[src/rtl/lenet_layer_scheduler.sv]
// Per-layer channel sequencer: launches convolution for each output channel,
// optionally gates the pooling engine after a settle gap, and flags layer end.
module lenet_layer_scheduler #(
  parameter int NUM_CH = 6,
  parameter int CH_W   = 3,
  parameter int SETTLE = 2
) (
  input  logic            clk,
  input  logic            rst_n,
  input  logic            start,
  input  logic            abort,
  input  logic            pool_en,
  input  logic            conv_done,
  input  logic            pool_done,
  output logic            conv_start,
  output logic [1:0]      cal_wait,
  output logic [CH_W-1:0] ch_idx,
  output logic            busy,
  output logic            layer_done
);

  // state        | meaning
  // IDLE         | waiting for start
  // CONV_START   | one-cycle launch pulse for ch_idx
  // CONV_WAIT    | waiting for conv_done
  // SETTLE       | SETTLE idle cycles before pooling
  // POOL_RUN     | pooling enabled, waiting for pool_done
  // POOL_DRAIN   | pooling held, waiting for pool_done to drop
  // NEXT         | advance channel or finish
  // DONE         | layer_done pulse
  typedef enum logic [2:0] {
    ST_IDLE, ST_CONV_START, ST_CONV_WAIT, ST_SETTLE,
    ST_POOL_RUN, ST_POOL_DRAIN, ST_NEXT, ST_DONE
  } state_t;

  localparam logic [3:0]      SETTLE_M1 = 4'(SETTLE - 1);
  localparam logic [CH_W-1:0] LAST_CH   = CH_W'(NUM_CH - 1);

  generate
    if (NUM_CH > (2 ** CH_W) || SETTLE < 1 || SETTLE > 15) begin : g_bad_param
      $error("lenet_layer_scheduler: parameter out of range");
    end
  endgenerate

  state_t          state_q, state_d;
  logic [CH_W-1:0] ch_idx_q, ch_idx_d;
  logic [3:0]      settle_cnt_q, settle_cnt_d;
  logic            pool_en_q, pool_en_d;
  logic            conv_start_q, conv_start_d;
  logic [1:0]      cal_wait_q, cal_wait_d;
  logic            busy_q, busy_d;
  logic            layer_done_q, layer_done_d;

  always_comb begin
    state_d      = state_q;
    ch_idx_d     = ch_idx_q;
    settle_cnt_d = settle_cnt_q;
    pool_en_d    = pool_en_q;
    if (state_q != ST_IDLE && abort) begin
      state_d      = ST_IDLE;
      ch_idx_d     = '0;
      settle_cnt_d = '0;
    end else begin
      case (state_q)
        ST_IDLE: begin
          if (start && !abort) begin
            pool_en_d = pool_en;
            ch_idx_d  = '0;
            state_d   = ST_CONV_START;
          end
        end
        ST_CONV_START: state_d = ST_CONV_WAIT;
        ST_CONV_WAIT: begin
          if (conv_done) begin
            if (pool_en_q) begin
              state_d      = ST_SETTLE;
              settle_cnt_d = SETTLE_M1;
            end else begin
              state_d = ST_NEXT;
            end
          end
        end
        // loaded with SETTLE-1 so the terminal count lands on the last gap cycle
        ST_SETTLE: begin
          if (settle_cnt_q == 4'd0) state_d = ST_POOL_RUN;
          else settle_cnt_d = settle_cnt_q - 4'd1;
        end
        ST_POOL_RUN:   if (pool_done)  state_d = ST_POOL_DRAIN;
        ST_POOL_DRAIN: if (!pool_done) state_d = ST_NEXT;
        ST_NEXT: begin
          if (ch_idx_q == LAST_CH) begin
            state_d = ST_DONE;
          end else begin
            ch_idx_d = ch_idx_q + CH_W'(1);
            state_d  = ST_CONV_START;
          end
        end
        ST_DONE: state_d = ST_IDLE;
        default: state_d = ST_IDLE;
      endcase
    end
    // outputs follow the next state so they are registered alongside it
    conv_start_d = (state_d == ST_CONV_START);
    cal_wait_d   = (state_d == ST_POOL_RUN) ? 2'b11 : 2'b00;
    busy_d       = (state_d != ST_IDLE);
    layer_done_d = (state_d == ST_DONE);
  end

  always_ff @(posedge clk or negedge rst_n) begin
    if (!rst_n) begin
      state_q      <= ST_IDLE;
      ch_idx_q     <= '0;
      settle_cnt_q <= '0;
      pool_en_q    <= 1'b0;
      conv_start_q <= 1'b0;
      cal_wait_q   <= 2'b00;
      busy_q       <= 1'b0;
      layer_done_q <= 1'b0;
    end else begin
      state_q      <= state_d;
      ch_idx_q     <= ch_idx_d;
      settle_cnt_q <= settle_cnt_d;
      pool_en_q    <= pool_en_d;
      conv_start_q <= conv_start_d;
      cal_wait_q   <= cal_wait_d;
      busy_q       <= busy_d;
      layer_done_q <= layer_done_d;
    end
  end

  assign conv_start = conv_start_q;
  assign cal_wait   = cal_wait_q;
  assign ch_idx     = ch_idx_q;
  assign busy       = busy_q;
  assign layer_done = layer_done_q;

endmodule
[config.mk]
export PLATFORM = sky130hd
export DESIGN_NAME = lenet_layer_scheduler
export DESIGN_NICKNAME = d
export VERILOG_FILES = /design/src/rtl/lenet_layer_scheduler.sv
export SDC_FILE = /design/constraint.sdc
export NUM_CORES = 1
export LEC_CHECK = 0
export ABC_AREA = 1
export BUFFER_PORTS_ARGS = -buffer_cell sky130_fd_sc_hd__buf_4
export CAP_MARGIN = 25
export CORE_MARGIN = 2
export CORE_UTILIZATION = 45
export DETAILED_ROUTE_END_ITERATION = 10
export PLACE_DENSITY = 0.68
export SYNTH_ARGS = -nofsm -noshare
export SYNTH_HDL_FRONTEND = slang
export SYNTH_SLANG_ARGS = --single-unit
[constraint.sdc]
create_clock -name clk -period 1.3 [get_ports clk]
set_clock_uncertainty 0.15 [all_clocks]
set_input_delay 0.26 -clock clk [delete_from_list [all_inputs] [get_ports clk]]
set_output_delay 0.26 -clock clk [all_outputs]
set_load 0.01 [all_outputs]
# == Yosys cells after proc, flatten, opt, wreduce, memory -nomap -nowiden ==
# Index checks and enable logic that the tools add are counted.
# totals
register_bits,16
inputBits,7
out_inout_bits,8
wordCells,58
# classes
add_sub_neg,2
eq_ne,16
muxes,19
bitwise_logic,1
reduce_logical,12
# ops
cell,n
2-to-1 mux 3 bit,11
one-hot mux 3 bit (8 select lines),1
"equality test 3 bit, second input constant",7
2-to-1 mux 4 bit,4
"inequality test 3 bit, second input constant",5
nonzero test 3 bit,4
one-hot mux 4 bit (2 select lines),1
"equality test 3 x 1 -> 1 bit, second input constant",2
"equality test 3 x 2 -> 1 bit, second input constant",2
one-hot mux 3 bit (2 select lines),1
AND reduction 3 bit,2
zero test 4 bit,1
AND reduction 4 bit,1
"subtractor 4 x 1 -> 4 bit, second input constant",1
"adder 3 x 1 -> 3 bit, second input constant",1
zero test 3 bit,1
logical AND 1 bit,2
2-to-1 mux 2 bit,1
zero test 1 bit,1
inverter 1 bit,1

# == Depth between registers and ports, before layout ==
# depth
word_depth,7
depth_mapped,9
mapped_depth_nobuf,9

# == Worst setup path before layout ==
# Ideal clock, no wire load.
# synth_path
path_type,reg-to-reg
startpoint,register settle_cnt_q[0]
endpoint,"register busy_q, in the netlist busy"
setup_time_ns,0.132
t_arrival_ns,1.155
required_ns,1.018
path_slack_ns,-0.137
path_stages_with_launch,8
n_path_buf,0
period_less_slack_ns,1.437
cell_sequence,dfrtp_1 -> inv_1 -> ha_1 -> nand3_1 -> nand2_2 -> nand2_1 -> o21bai_2 -> nand3_1
# synth_between
elab_chain_len,5
# synth_lines
item,line,text
start: declaration,47,"logic [3:0] settle_cnt_q, settle_cnt_d;"
start signal: assignment,122,settle_cnt_q <= settle_cnt_d;
zero test 4 bit,85,if (settle_cnt_q == 4'd0) state_d = ST_POOL_RUN;
2-to-1 mux 3 bit,85,
one-hot mux 3 bit (8 select lines),64,case (state_q)
2-to-1 mux 3 bit,59,if (state_q != ST_IDLE && abort) begin
nonzero test 3 bit,105,busy_d = (state_d != ST_IDLE);
named net busy_d,51,"logic busy_q, busy_d;"
end signal: assignment,126,busy_q <= busy_d;
end: declaration,51,
# The timed path passes the listed nets, and every way through them passes these cells.
# A chain may end at the register's enable or synchronous reset.

# == Worst setup path in the final report ==
# layout_path
startpoint,register state_q[0]
endpoint,"register busy_q, in the netlist busy"
# layout_between
elab_chain_len,4
elab_cells_between_ends,18
cone_classes,eq/ne (7); mux (7); reduce/logical (4)
# layout_lines
item,line,text
start: declaration,45,"state_t state_q, state_d;"
start signal: assignment,120,state_q <= state_d;
equality test 3 bit (tied with other cells),64,
one-hot mux 3 bit (8 select lines) or logical AND 1 bit (tied branches),"64, 59",
2-to-1 mux 3 bit (*),59,
nonzero test 3 bit (*),105,
named net busy_d,51,
# The timed path passes the listed nets; every way through them passes the cells marked *.

==> key figures <==
Drt
  • Wire length per cell: 13.4 µm
  • # DRC: 0
  • Vias per cell: slightly below 5
  • Total Wirelength: 2.48 mm
  • First-pass iteration count of the detailed router: 4
  • Total number of vias: 912
  • DRT antenna net count: 0
  • Drt initial violations: 20

Global route
  • Grt ovf: 0
  • Vias in the first global route: 872
  • First-pass GRT wire length: 4.02 mm
  • Initial antenna violation count: 0
  • All-layer global routing usage: 21.5%
  • Largest net degree at the start of global routing: 16

Synth
  • Syn_area_per_cell: 8.07 µm²
  • Asr flop ratio synth: 100%
  • Syn Inst Count: roughly 120
  • Synth warn: 0
  • Synth area leaders: dfrtp_1, nand2_1, nor2_1
  • Top cell type's share of synthesized area: 39.7%
  • Synth Cell Area: 945 µm²
  • Syn Nets: 127
  • Flops & latches, synth: 15
  • Top_reg_cell synth: dfrtp_1
  • Synth unique cells: 23
  • Post-synth EDFFs: 0
  • Seq/Total Area, Yosys: 39.7%
  • Synth area leader: dfrtp_1

Setup path
  • R2R Setup Slk: -0.15 ns
  • Crit path DAT: 1.47 ns
  • CP Max Fanout: 6
  • Crit Path Class: flop to flop
  • CP Capture Type: flop
  • Crit start category: flop
  • Critical Path RT: around 1.3 ns

Floorplanning
  • Die height: 49.8 µm
  • Std-Cell Rows: 16
  • Io pins: 15
  • Core Box Area: 1960 µm²
  • Die Area: 2480 µm²
  • Die W: 49.8 µm
  • Initial Util: 48.2%

CTS
  • Clk_lat worst skew: 0.29 ns
  • CTS root buf: clkbuf_4
  • H-tree depth: 1
  • Clk buf depth: 2
  • CTS buffer count: 3
  • CTS tree: yes
  • Clock net sink count: 15
  • Clock-pin slew on the worst setup and hold paths: 0.09 ns

Outcome
  • Failing checks: setup timing
  • Status: finished with violations

Power and ir drop
  • PwrDens: ~1900 nW/µm²
  • Leak: 0.791 nW
  • Peak supply drop: 1230 µV
  • Total power: between 2 and 3 mW

Timing
  • Worst Setup Slack, final: -0.147 ns
  • Crit share post-route: 111%
  • Slew of the pin with the lowest slew margin: 0.231 ns
  • RSZ-0062 raised after global routing: true
  • Hold Vio Cnt, Final: 0
  • Achievable Freq: 691 MHz
  • Worst rel slew slack: 84.6%
  • Setup TNS: -1.70 ns
  • Setup violations, final: 17
  • Final min period: 1.45 ns
  • Final slew viol count: 0

Placed design
  • Final Wtd Congestion: 0.833
  • IO buf count: 14
  • Post-DP HPWL: about 1.5 mm

Hold path
  • Hold Path Class: input port to flop

Cells and area
  • Area Growth Syn to Fin: 57.5%
  • Final net count: 169
  • Ant. Diodes: 0
  • Layout cells sized above 1: 58.9%

Flow run
  • Max Cap Viol: 0
## worst paths after layout
path,from,end,cells after the start
min,pool_en,pool_en_q,2
min reg2reg,pool_en_q,pool_en_q,1
min in group asynchronous,rst_n,settle_cnt_q[0],2
max in group asynchronous,rst_n,ch_idx[0],2
max reg2reg,state_q[0],busy,7
max,state_q[0],busy,7
## through the flow
step                instance area [µm²]  setup WS, ns  hold slack [ns]  std cells  utilization, %
floorplan                           982       -0.0448           -0.186        117               -
finish                             1490        -0.147           0.0543        185            75.8
global route                       1490        -0.209           0.0502        185            75.8
CTS                                1400        -0.100           0.0508        185            71.4
detailed placement                 1200        -0.164          -0.0251        170            61.4
global placement                   1200        -0.117          -0.0231        170            61.4
## layout by cell type, fill, tap and decap left out, types with 6 or more instances in the layout
| cell | synthesis | final |
|---|---|---|
| buf_6 | 2 | 9 |
| o21ai_2 | 4 | 7 |
| buf_4 | 1 | 30 |
| dfrtp_1 | 15 | 11 |
| inv_1 | 15 | 12 |
| nand2_1 | 25 | 16 |
| nand2_4 | 2 | 6 |
| nand2_2 | 6 | 10 |
| nor2_1 | 17 | 12 |
## state kept, by name, indices dropped and copies added (netlist names)
register and cells:
state_q 3, settle_cnt_q 4, busy 1, cal_wait 1, pool_en_q 1, ch_idx 3, conv_start 1, layer_done 1
## cell families after synthesis
logic type               count (synthesis)  synth area share, %
flip-flops                              15                 39.7
buffers and inverters                   20                 9.93
XOR/XNOR                                 3                 2.78
adder cells (fa/ha/maj)                  3                 3.97
AO/OA/AOI/OAI                           12                 9.01
multiplexers                             1                 1.19
AND/OR/NAND/NOR                         63                 33.4
## critical path, cell delays in order (launching register included)
cell and delay [ns]:
dfrtp_2 0.46, inv_2 0.09, nand2_2 0.08, nor2_4 0.04
nand2_2 0.13, nand2_2 0.09, o21bai_4 0.17, nand3_1 0.11
## where the power goes
part | leakage (nW) | switching (mW) | internal, mW
Clock | 0.0150 | 0.151 | 0.119
Combinational | 0.581 | 1.03 | 0.850
Sequential | 0.195 | 0.149 | 0.597
## routing by layer
metal	track usage [%]	part of all wire, %	vias to the layer above
li1	-	-	448
met1	29.8	45	438
met2	32.4	49	21
met3	5.15	3.9	5
met4	8.33	1.6	0
met5	0	0	-
## cell usage after synthesis (3+ instances only)
cell type,n
dfrtp_1,15
ha_1,3
inv_1,15
nand2_1,25
nand2_2,6
nand3_1,8
nor2_1,17
o21ai_0,3
o21ai_2,4
xor2_1,3
## what timing repair did
action / 4_1_cts / 5_1_grt
pin swaps: 8 / 13
hold buffers: 1 / 0
gates resized for setup: 24 / 23
setup endpoints to repair: 18 / 18
hold endpoints to repair: 15 / 0
setup buffers: 10 / 1
## layout make-up
cell class / instances / area [µm²]
Fill cell: 132 / 474
Timing Repair Buffer: 40 / 337
Tap cell: 27 / 33.8
Clock buffer: 4 / 26.3
Multi-Input combinational cell: 82 / 644
Inverter: 17 / 66.3
Sequential cell: 15 / 380
Note: power is estimated with default switching activity, not from simulation.
